===== src/rtl/sqrt_arbiter.sv =====
// rtl/sqrt_arbiter.sv - round-robin sharing of one sqrt unit between two Box-Muller channels
module sqrt_arbiter #(
    parameter int SQRT_LAT   = 1,
    parameter int FIFO_DEPTH = 4
) (
    input  logic        clk,
    input  logic        rst_n,
    input  logic        ch0_valid,
    input  logic [30:0] ch0_e,
    input  logic [15:0] ch0_g0,
    input  logic [15:0] ch0_g1,
    input  logic [1:0]  ch0_quad,
    output logic        ch0_ready,
    input  logic        ch1_valid,
    input  logic [30:0] ch1_e,
    input  logic [15:0] ch1_g0,
    input  logic [15:0] ch1_g1,
    input  logic [1:0]  ch1_quad,
    output logic        ch1_ready,
    output logic [30:0] sq_e,
    output logic [15:0] sq_g0_,
    output logic [15:0] sq_g1_,
    output logic [1:0]  sq_quad_,
    input  logic [16:0] sq_f,
    input  logic [15:0] sq_g0,
    input  logic [15:0] sq_g1,
    input  logic [1:0]  sq_quad,
    output logic        ch0_out_valid,
    output logic [16:0] ch0_f,
    output logic [15:0] ch0_g0o,
    output logic [15:0] ch0_g1o,
    output logic [1:0]  ch0_quado,
    input  logic        ch0_out_ready,
    output logic        ch1_out_valid,
    output logic [16:0] ch1_f,
    output logic [15:0] ch1_g0o,
    output logic [15:0] ch1_g1o,
    output logic [1:0]  ch1_quado,
    input  logic        ch1_out_ready
);

    localparam int AW = (FIFO_DEPTH > 1) ? $clog2(FIFO_DEPTH) : 1;
    localparam int CW = $clog2(FIFO_DEPTH + SQRT_LAT + 1) + 1;
    localparam int DW = 51;

    logic [1:0]          in_valid;
    logic [1:0]          out_ready;
    logic [1:0]          elig;
    logic [1:0]          grant;
    logic [1:0]          wr_en;
    logic [1:0]          rd_en;
    logic                last;
    logic [SQRT_LAT-1:0] tag_v;
    logic [SQRT_LAT-1:0] tag_ch;
    logic [CW-1:0]       count    [2];
    logic [CW-1:0]       inflight [2];
    logic [AW-1:0]       wr_ptr   [2];
    logic [AW-1:0]       rd_ptr   [2];
    logic [DW-1:0]       mem      [2][FIFO_DEPTH];
    logic [DW-1:0]       head     [2];
    logic [DW-1:0]       wr_data;

    assign in_valid  = {ch1_valid, ch0_valid};
    assign out_ready = {ch1_out_ready, ch0_out_ready};
    assign wr_data   = {sq_f, sq_g0, sq_g1, sq_quad};

    // Count tag-pipe stages owned by each channel; these results already hold a FIFO slot.
    always_comb begin
        for (int c = 0; c < 2; c++) begin
            inflight[c] = '0;
            for (int s = 0; s < SQRT_LAT; s++) begin
                if (tag_v[s] && (tag_ch[s] == 1'(c))) begin
                    inflight[c] = inflight[c] + CW'(1);
                end
            end
        end
    end

    // A channel may issue only while it has an unreserved FIFO slot.
    always_comb begin
        elig = '0;
        for (int c = 0; c < 2; c++) begin
            elig[c] = in_valid[c] && ((count[c] + inflight[c]) < CW'(FIFO_DEPTH));
        end
    end

    // Round-robin: a lone eligible channel wins, a tie goes to the one not granted last.
    always_comb begin
        grant = 2'b00;
        if (rst_n) begin
            if (elig[0] && (!elig[1] || last)) begin
                grant[0] = 1'b1;
            end else if (elig[1]) begin
                grant[1] = 1'b1;
            end
        end
    end

    assign ch0_ready = grant[0];
    assign ch1_ready = grant[1];

    // Steer the granted channel onto the sqrt unit; idle cycles present zeros.
    always_comb begin
        sq_e     = '0;
        sq_g0_   = '0;
        sq_g1_   = '0;
        sq_quad_ = '0;
        if (grant[0]) begin
            sq_e     = ch0_e;
            sq_g0_   = ch0_g0;
            sq_g1_   = ch0_g1;
            sq_quad_ = ch0_quad;
        end else if (grant[1]) begin
            sq_e     = ch1_e;
            sq_g0_   = ch1_g0;
            sq_g1_   = ch1_g1;
            sq_quad_ = ch1_quad;
        end
    end

    // Tag pipe tracks owner of every operand through the fixed sqrt latency; last tracks fairness.
    always_ff @(posedge clk) begin
        if (!rst_n) begin
            tag_v  <= '0;
            tag_ch <= '0;
            last   <= 1'b1;
        end else begin
            tag_v[0]  <= |grant;
            tag_ch[0] <= grant[1];
            for (int s = 1; s < SQRT_LAT; s++) begin
                tag_v[s]  <= tag_v[s-1];
                tag_ch[s] <= tag_ch[s-1];
            end
            if (|grant) begin
                last <= grant[1];
            end
        end
    end

    // Route the emerging result to its owner's FIFO and pop on consumer handshake.
    always_comb begin
        wr_en = '0;
        rd_en = '0;
        for (int c = 0; c < 2; c++) begin
            wr_en[c] = tag_v[SQRT_LAT-1] && (tag_ch[SQRT_LAT-1] == 1'(c));
            rd_en[c] = (count[c] != '0) && out_ready[c];
            head[c]  = mem[c][rd_ptr[c]];
        end
    end

    // Per-channel result FIFOs; storage itself needs no reset since count gates visibility.
    always_ff @(posedge clk) begin
        for (int c = 0; c < 2; c++) begin
            if (!rst_n) begin
                wr_ptr[c] <= '0;
                rd_ptr[c] <= '0;
                count[c]  <= '0;
            end else begin
                if (wr_en[c]) begin
                    mem[c][wr_ptr[c]] <= wr_data;
                    wr_ptr[c]         <= wr_ptr[c] + AW'(1);
                end
                if (rd_en[c]) begin
                    rd_ptr[c] <= rd_ptr[c] + AW'(1);
                end
                case ({wr_en[c], rd_en[c]})
                    2'b10:   count[c] <= count[c] + CW'(1);
                    2'b01:   count[c] <= count[c] - CW'(1);
                    default: count[c] <= count[c];
                endcase
            end
        end
    end

    // The credit rule must make a write into a full FIFO impossible.
    always_ff @(posedge clk) begin
        if (rst_n) begin
            for (int c = 0; c < 2; c++) begin
                assert (!(wr_en[c] && (count[c] == CW'(FIFO_DEPTH))));
            end
        end
    end

    assign ch0_out_valid = (count[0] != '0);
    assign ch1_out_valid = (count[1] != '0);
    assign {ch0_f, ch0_g0o, ch0_g1o, ch0_quado} = ch0_out_valid ? head[0] : '0;
    assign {ch1_f, ch1_g0o, ch1_g1o, ch1_quado} = ch1_out_valid ? head[1] : '0;

endmodule


===== config.mk =====
export PLATFORM = sky130hd
export DESIGN_NAME = sqrt_arbiter
export DESIGN_NICKNAME = d
export VERILOG_FILES = /design/src/rtl/sqrt_arbiter.sv
export SDC_FILE = /design/constraint.sdc
export NUM_CORES = 1
export LEC_CHECK = 0
export BUFFER_PORTS_ARGS = -buffer_cell sky130_fd_sc_hd__buf_2
export CAP_MARGIN = 30
export CORE_MARGIN = 2
export CORE_UTILIZATION = 40
export DETAILED_ROUTE_END_ITERATION = 7
export MAX_ROUTING_LAYER = met4
export PLACE_DENSITY_LB_ADDON = 0.08
export SLEW_MARGIN = 15
export SYNTH_ARGS = -nofsm -noshare
export SYNTH_HDL_FRONTEND = slang
export SYNTH_SLANG_ARGS = --single-unit

===== constraint.sdc =====
create_clock -name clk -period 3.45 [get_ports clk]
set_input_delay 0.1725 -clock clk [delete_from_list [all_inputs] [get_ports clk]]
set_output_delay 0.1725 -clock clk [all_outputs]
set_load 0.01 [all_outputs]

**Word level (Yosys, flattened, before mapping)**

Memories as Yosys holds them, arrays and structs flattened.
Index checks and enable logic that the tools add are counted.

- Add/subtract/negate cells: 10
- Equality and inequality tests: 4
- Order comparisons: 8
- Bitwise logic cells: 15
- Muxes and demuxes: 72
- Reduce and logical (&&, ||, !) cells: 17

Operator list:

| cell | count |
|---|---|
| $mux 204 | 4 |
| $mux 51 | 8 |
| $bmux 51 s2 | 2 |
| $demux 51 s2 | 2 |
| $reduce_or 204->1 | 1 |
| $mux 16 | 4 |
| $mux 31 | 2 |
| $mux 1 | 37 |
| $mux 4 | 6 |
| $mux 2 | 7 |
| $ge 3x3->1 const B | 4 |
| $not 2->3 | 4 |
| $or 1x1->1 | 10 |
| $logic_and 1x1->1 | 9 |
| $add 2x1->2 const B | 4 |
| $add 4x1->4 const B | 2 |
| $lt 4x3->1 const B | 2 |
| $reduce_bool 4->1 | 2 |
| $sub 4x1->4 const B | 2 |
| $lt 3x1->1 const B | 2 |
| $reduce_or 2->1 | 3 |
| $add 4x1->4 | 1 |
| $add 4x4->4 | 1 |
| $eq 2x1->1 const B | 2 |
| other kinds (4) | 5 |

- Bits in registers: 3
- Output and inout bits: 171
- Memories: 4
- Word-level logic and storage cells: 133
- Bits of input ports: 187
- Bits in writable memories: 424

Memory list:

| memory | depth | width | rd ports | clocked after Yosys merged registers in | wr ports | line | RTL |
|---|---|---|---|---|---|---|---|
| mem | 2 | 204 | 2 | 0 | 1 | 59 | `logic [DW-1:0] mem [2][FIFO_DEPTH];` |
| count | 2 | 4 | 2 | 0 | 2 | 55 | `logic [CW-1:0] count [2];` |
| rd_ptr | 2 | 2 | 2 | 0 | 2 | 58 | `logic [AW-1:0] rd_ptr [2];` |
| wr_ptr | 2 | 2 | 2 | 0 | 2 | 57 | `logic [AW-1:0] wr_ptr [2];` |

**Longest topological paths before layout**

- Depth in word-level cells: 12
- Mapped depth: 12
- Gate-level depth less buffers: 11

**Least setup slack after synthesis**

No wires, ideal clock.

- Kind: flip-flop to flip-flop
- Start: memory count[1][1] in the netlist's numbering
- End: memory count[1][3] in the netlist's numbering (data pin)
- Cell stages (with the launch flop): 13
- Path slack: 0.818 ns
- Clock period less this slack: 2.632 ns
- Path buffers: 1
- Data arrival time: 2.362 ns
- Path through: edfxtp_1 -> or4_1 -> clkbuf_1 -> nand2_1 -> inv_1 -> ha_1 -> nand2_1 -> inv_1 -> ha_1 -> a21o_1 -> a21oi_1 -> xnor2_1 -> nor2_1

RTL lines:

| item | line |
|---|---|
| from (decl) | 55 |

==> out/summary.txt <==
DRC viols: 0
path depth of the worst reg2reg path: 11
run status: complete, no violations
Die X: 212.5 um
Filler cells: 3606
Mean Syn Cell Area: 19.99 um2
Critical Path Fanout Max: 37
CTS buffer count: 45
HP Class: primary input to flop
Hold Path End: rd_ptr[0][0]
CTS tree: yes
Post-CTS Hold Fix Bufs: 54
total congestion overflow: 0
1st-iter DRT viols: 597
clock share of power: 0.355
Max Clock Freq: 317.3 MHz
CP endpoint kind: output port
core area: 0.04298 mm2
Pint: 9.786 mW
Hold Startpoint: ch0_out_ready
number of global-route vias before repair: 10192
share of total power in combinational logic: 0.194
largest net degree at the start of global routing: 54
crit path from: count[0][2]
routed len/inst: 24.07 um
Setup Fix Bufs, Post-CTS: 0
most common cell in the netlist: edfxtp_1
CTS max path bufs: 3
Slew Limit Headroom: 0.4725
Detailed Routing Iterations Pass 1: 4
Final period util: 0.9134
Max rail drop VDD: 497.0 uV
Rows: 76
worst-path cell chain: nor2_1 > and4_4 > o21a_2 > buf_4 > a22o_1 > buf_2
initial antenna violation count: 3
Worst-Margin Slew: 0.7913 ns
Pins Over Slew Limit: 0
critical path class: flop to output port
Gate Count Post-Synth: 870
nets: 1502
yosys synthesis warning count: 0
Clock Sinks: 427
routed vias/inst: 5.201
clk slew on worst S/H paths: 0.06 ns
asr flop ratio synth: 0
Layout Area Growth over Synthesis: 26.15%
Final min period: 3.151 ns
Die Y: 212.5 um
critical path's top delay family: compound AO/OA/AOI/OAI gates
DRT antenna net count: 0
CP Launch Type: flop
Root Buffer: clkbuf_16
mapped cell area: 0.01739 mm2
HPWL after DPL: 28000 um
Cell variety after synth: 42
share of the synthesized area in the top cell type: 0.7320
Placed Area: 0.01999 mm2
IO Count: 358
global placement routability congestion: 0.8787
Max stage delay cell, worst path: edfxtp_1
leading post-synthesis cells by cell area: edfxtp_1 (73%), mux4_2 (13%), and2_1 (3.9%), a22o_1 (3.3%), ha_1 (1.2%)
global-route wire length before repair: 65640 um
CP required: 3.28 ns
max-cap violations: 0
Flop pwr share: 0.451
clk_lat worst skew: 0.57 ns
PwrDens: 600.7 mW/mm2
total track usage: 0.2078
slowest cell delay on critical path: 0.52 ns
Worst R2R End: count[1][3]
aggregate routed wire length: 46110 um
final setup fails: 0
register area share after synthesis: 0.7354
Reg2Reg Launch Point: count[1][2]
post_cts resized: 0
H-Tree Depth: 2
Switch Pwr: 3.394 mW
Post-synth top cells: edfxtp_1 (424), and2_1 (109), mux4_2 (102)
design area: 0.02194 mm2
Buffers & Inverters on Critical Path: 2
number of synthesized flops with an enable pin: 424
total die area: 0.04517 mm2
endpoints failing hold: 0
clk_skew: 0.01214 ns
RSZ-0062 raised after global routing: no
Initial Util: 0.4047
ys flop type: edfxtp_1
detailed-route via count: 9965
leading area contributor after synthesis: edfxtp_1
flop2flop setup slack: 0.58 ns
share of layout cells above drive strength 1: 0.4172
Port Buf Inserts: 357
switching share of power: 0.2575
post-synthesis register bit count: 427
crit path DAT: 2.98 ns
worst hold path stage count: 3
syn_nets: 1074
post-route setup TNS: 0 ns
Leakage: 7.974 nW
[cell families after synthesis]
family / share of synthesized area
multiplexers: 0.1338
buffers and inverters: 0.01870
AND/OR/NAND/NOR: 0.05704
adder cells (fa/ha/maj): 0.01266
XOR/XNOR: 0.002518
flip-flops: 0.7354
AO/OA/AOI/OAI: 0.03985
[sequential cells by signal (all words and copies together), names as in the netlist]
register and count:
count 8, tag_v 1, last 1, tag_ch 1
wr_ptr 4, mem 408, rd_ptr 4
[tightest hold or removal path: cells and delay by family]
family | cells | cell delay, ns
simple gates | 2 | 0.20
buf+inv | 1 | 0.11
[metal layers]
metal | GRT usage | up-vias | routed length [um]
met2 | 0.3491 | 338 | 23120
met1 | 0.2542 | 5173 | 18890
met3 | 0.04210 | 56 | 2884
met4 | 0.06535 | 0 | 1215
li1 | - | 4398 | -
met5 | - | - | 0
[power groups by stage]
| stage | sequential (mW) | clock, mW | combinational [mW] |
|---|---|---|---|
| after floorplan | 6.01 | 0 | 1.48 |
| after global placement | 6.05 | 0 | 2.55 |
| after global routing | 5.96 | 4.98 | 2.78 |
| after CTS | 5.95 | 4.81 | 2.62 |
| final | 5.95 | 4.68 | 2.55 |
| after detailed placement | 6.06 | 0 | 2.56 |
[metrics by stage]
step	util	instances	worst slack [ns]	hold WS, ns	power (mW)
2_1_floorplan	-	870	0.8176	0.2714	7.495
3_3_place_gp	0.4650	1782	0.6530	0.4460	8.603
3_5_place_dp	0.4650	1782	0.6176	0.4501	8.611
4_1_cts	0.5104	1913	0.2927	0.0006380	13.38
5_1_grt	0.5105	1916	0.1506	0.04261	13.72
6_report	0.5105	1916	0.2989	0.04092	13.18
[area by class of cell]
| type | count | area [um2] | share of cell area |
|---|---|---|---|
| multi-input combinational | 375 | 4292 | 0.1956 |
| sequential | 427 | 12790 | 0.5830 |
| antenna | 3 | 7.507 | 0.0003421 |
| timing repair buffer | 435 | 2658 | 0.1211 |
| clock buffer | 60 | 1225 | 0.05582 |
| tap | 585 | 732.0 | 0.03336 |
| inverter | 14 | 52.55 | 0.002395 |
| clock inverter | 17 | 185.2 | 0.008439 |
[how the worst max path moves through the flow]
| stage | cells past startpoint | to | slack [ns] |
|---|---|---|---|
| 3_3_place_gp | 11 | count[1][3] | 0.65 |
| 6_report | 6 | sq_g0_[1] | 0.30 |
| 5_1_grt | 6 | sq_g1_[14] | 0.15 |
| 3_5_place_dp | 11 | count[1][3] | 0.62 |
| 2_1_floorplan | 12 | count[1][3] | 0.82 |
| 4_1_cts | 6 | sq_g1_[5] | 0.29 |
[cells in the final DEF (no fill, tap or decap), types with 2 or more instances in the layout]
master,Yosys,layout
clkbuf_1,26,13
clkbuf_16,0,47
mux4_2,102,102
xnor2_1,3,3
nand4_1,3,3
bufinv_16,0,4
buf_4,4,12
ha_1,16,16
nand2_1,15,14
a21oi_1,3,3
a22o_1,65,65
mux2i_1,3,3
dfxtp_1,3,3
inv_1,14,14
buf_12,0,12
and3_2,0,4
o31ai_1,2,2
nor2_1,15,15
diode_2,0,3
o21ai_0,5,5
edfxtp_1,424,424
and2_2,0,4
xor2_1,2,2
and3_1,7,3
and2_1,109,105
buf_2,20,357
clkinv_2,0,3
clkinv_1,0,8
dlygate4sd3_1,0,54
nand3_1,4,4
Power figures use the tool's default switching activity.
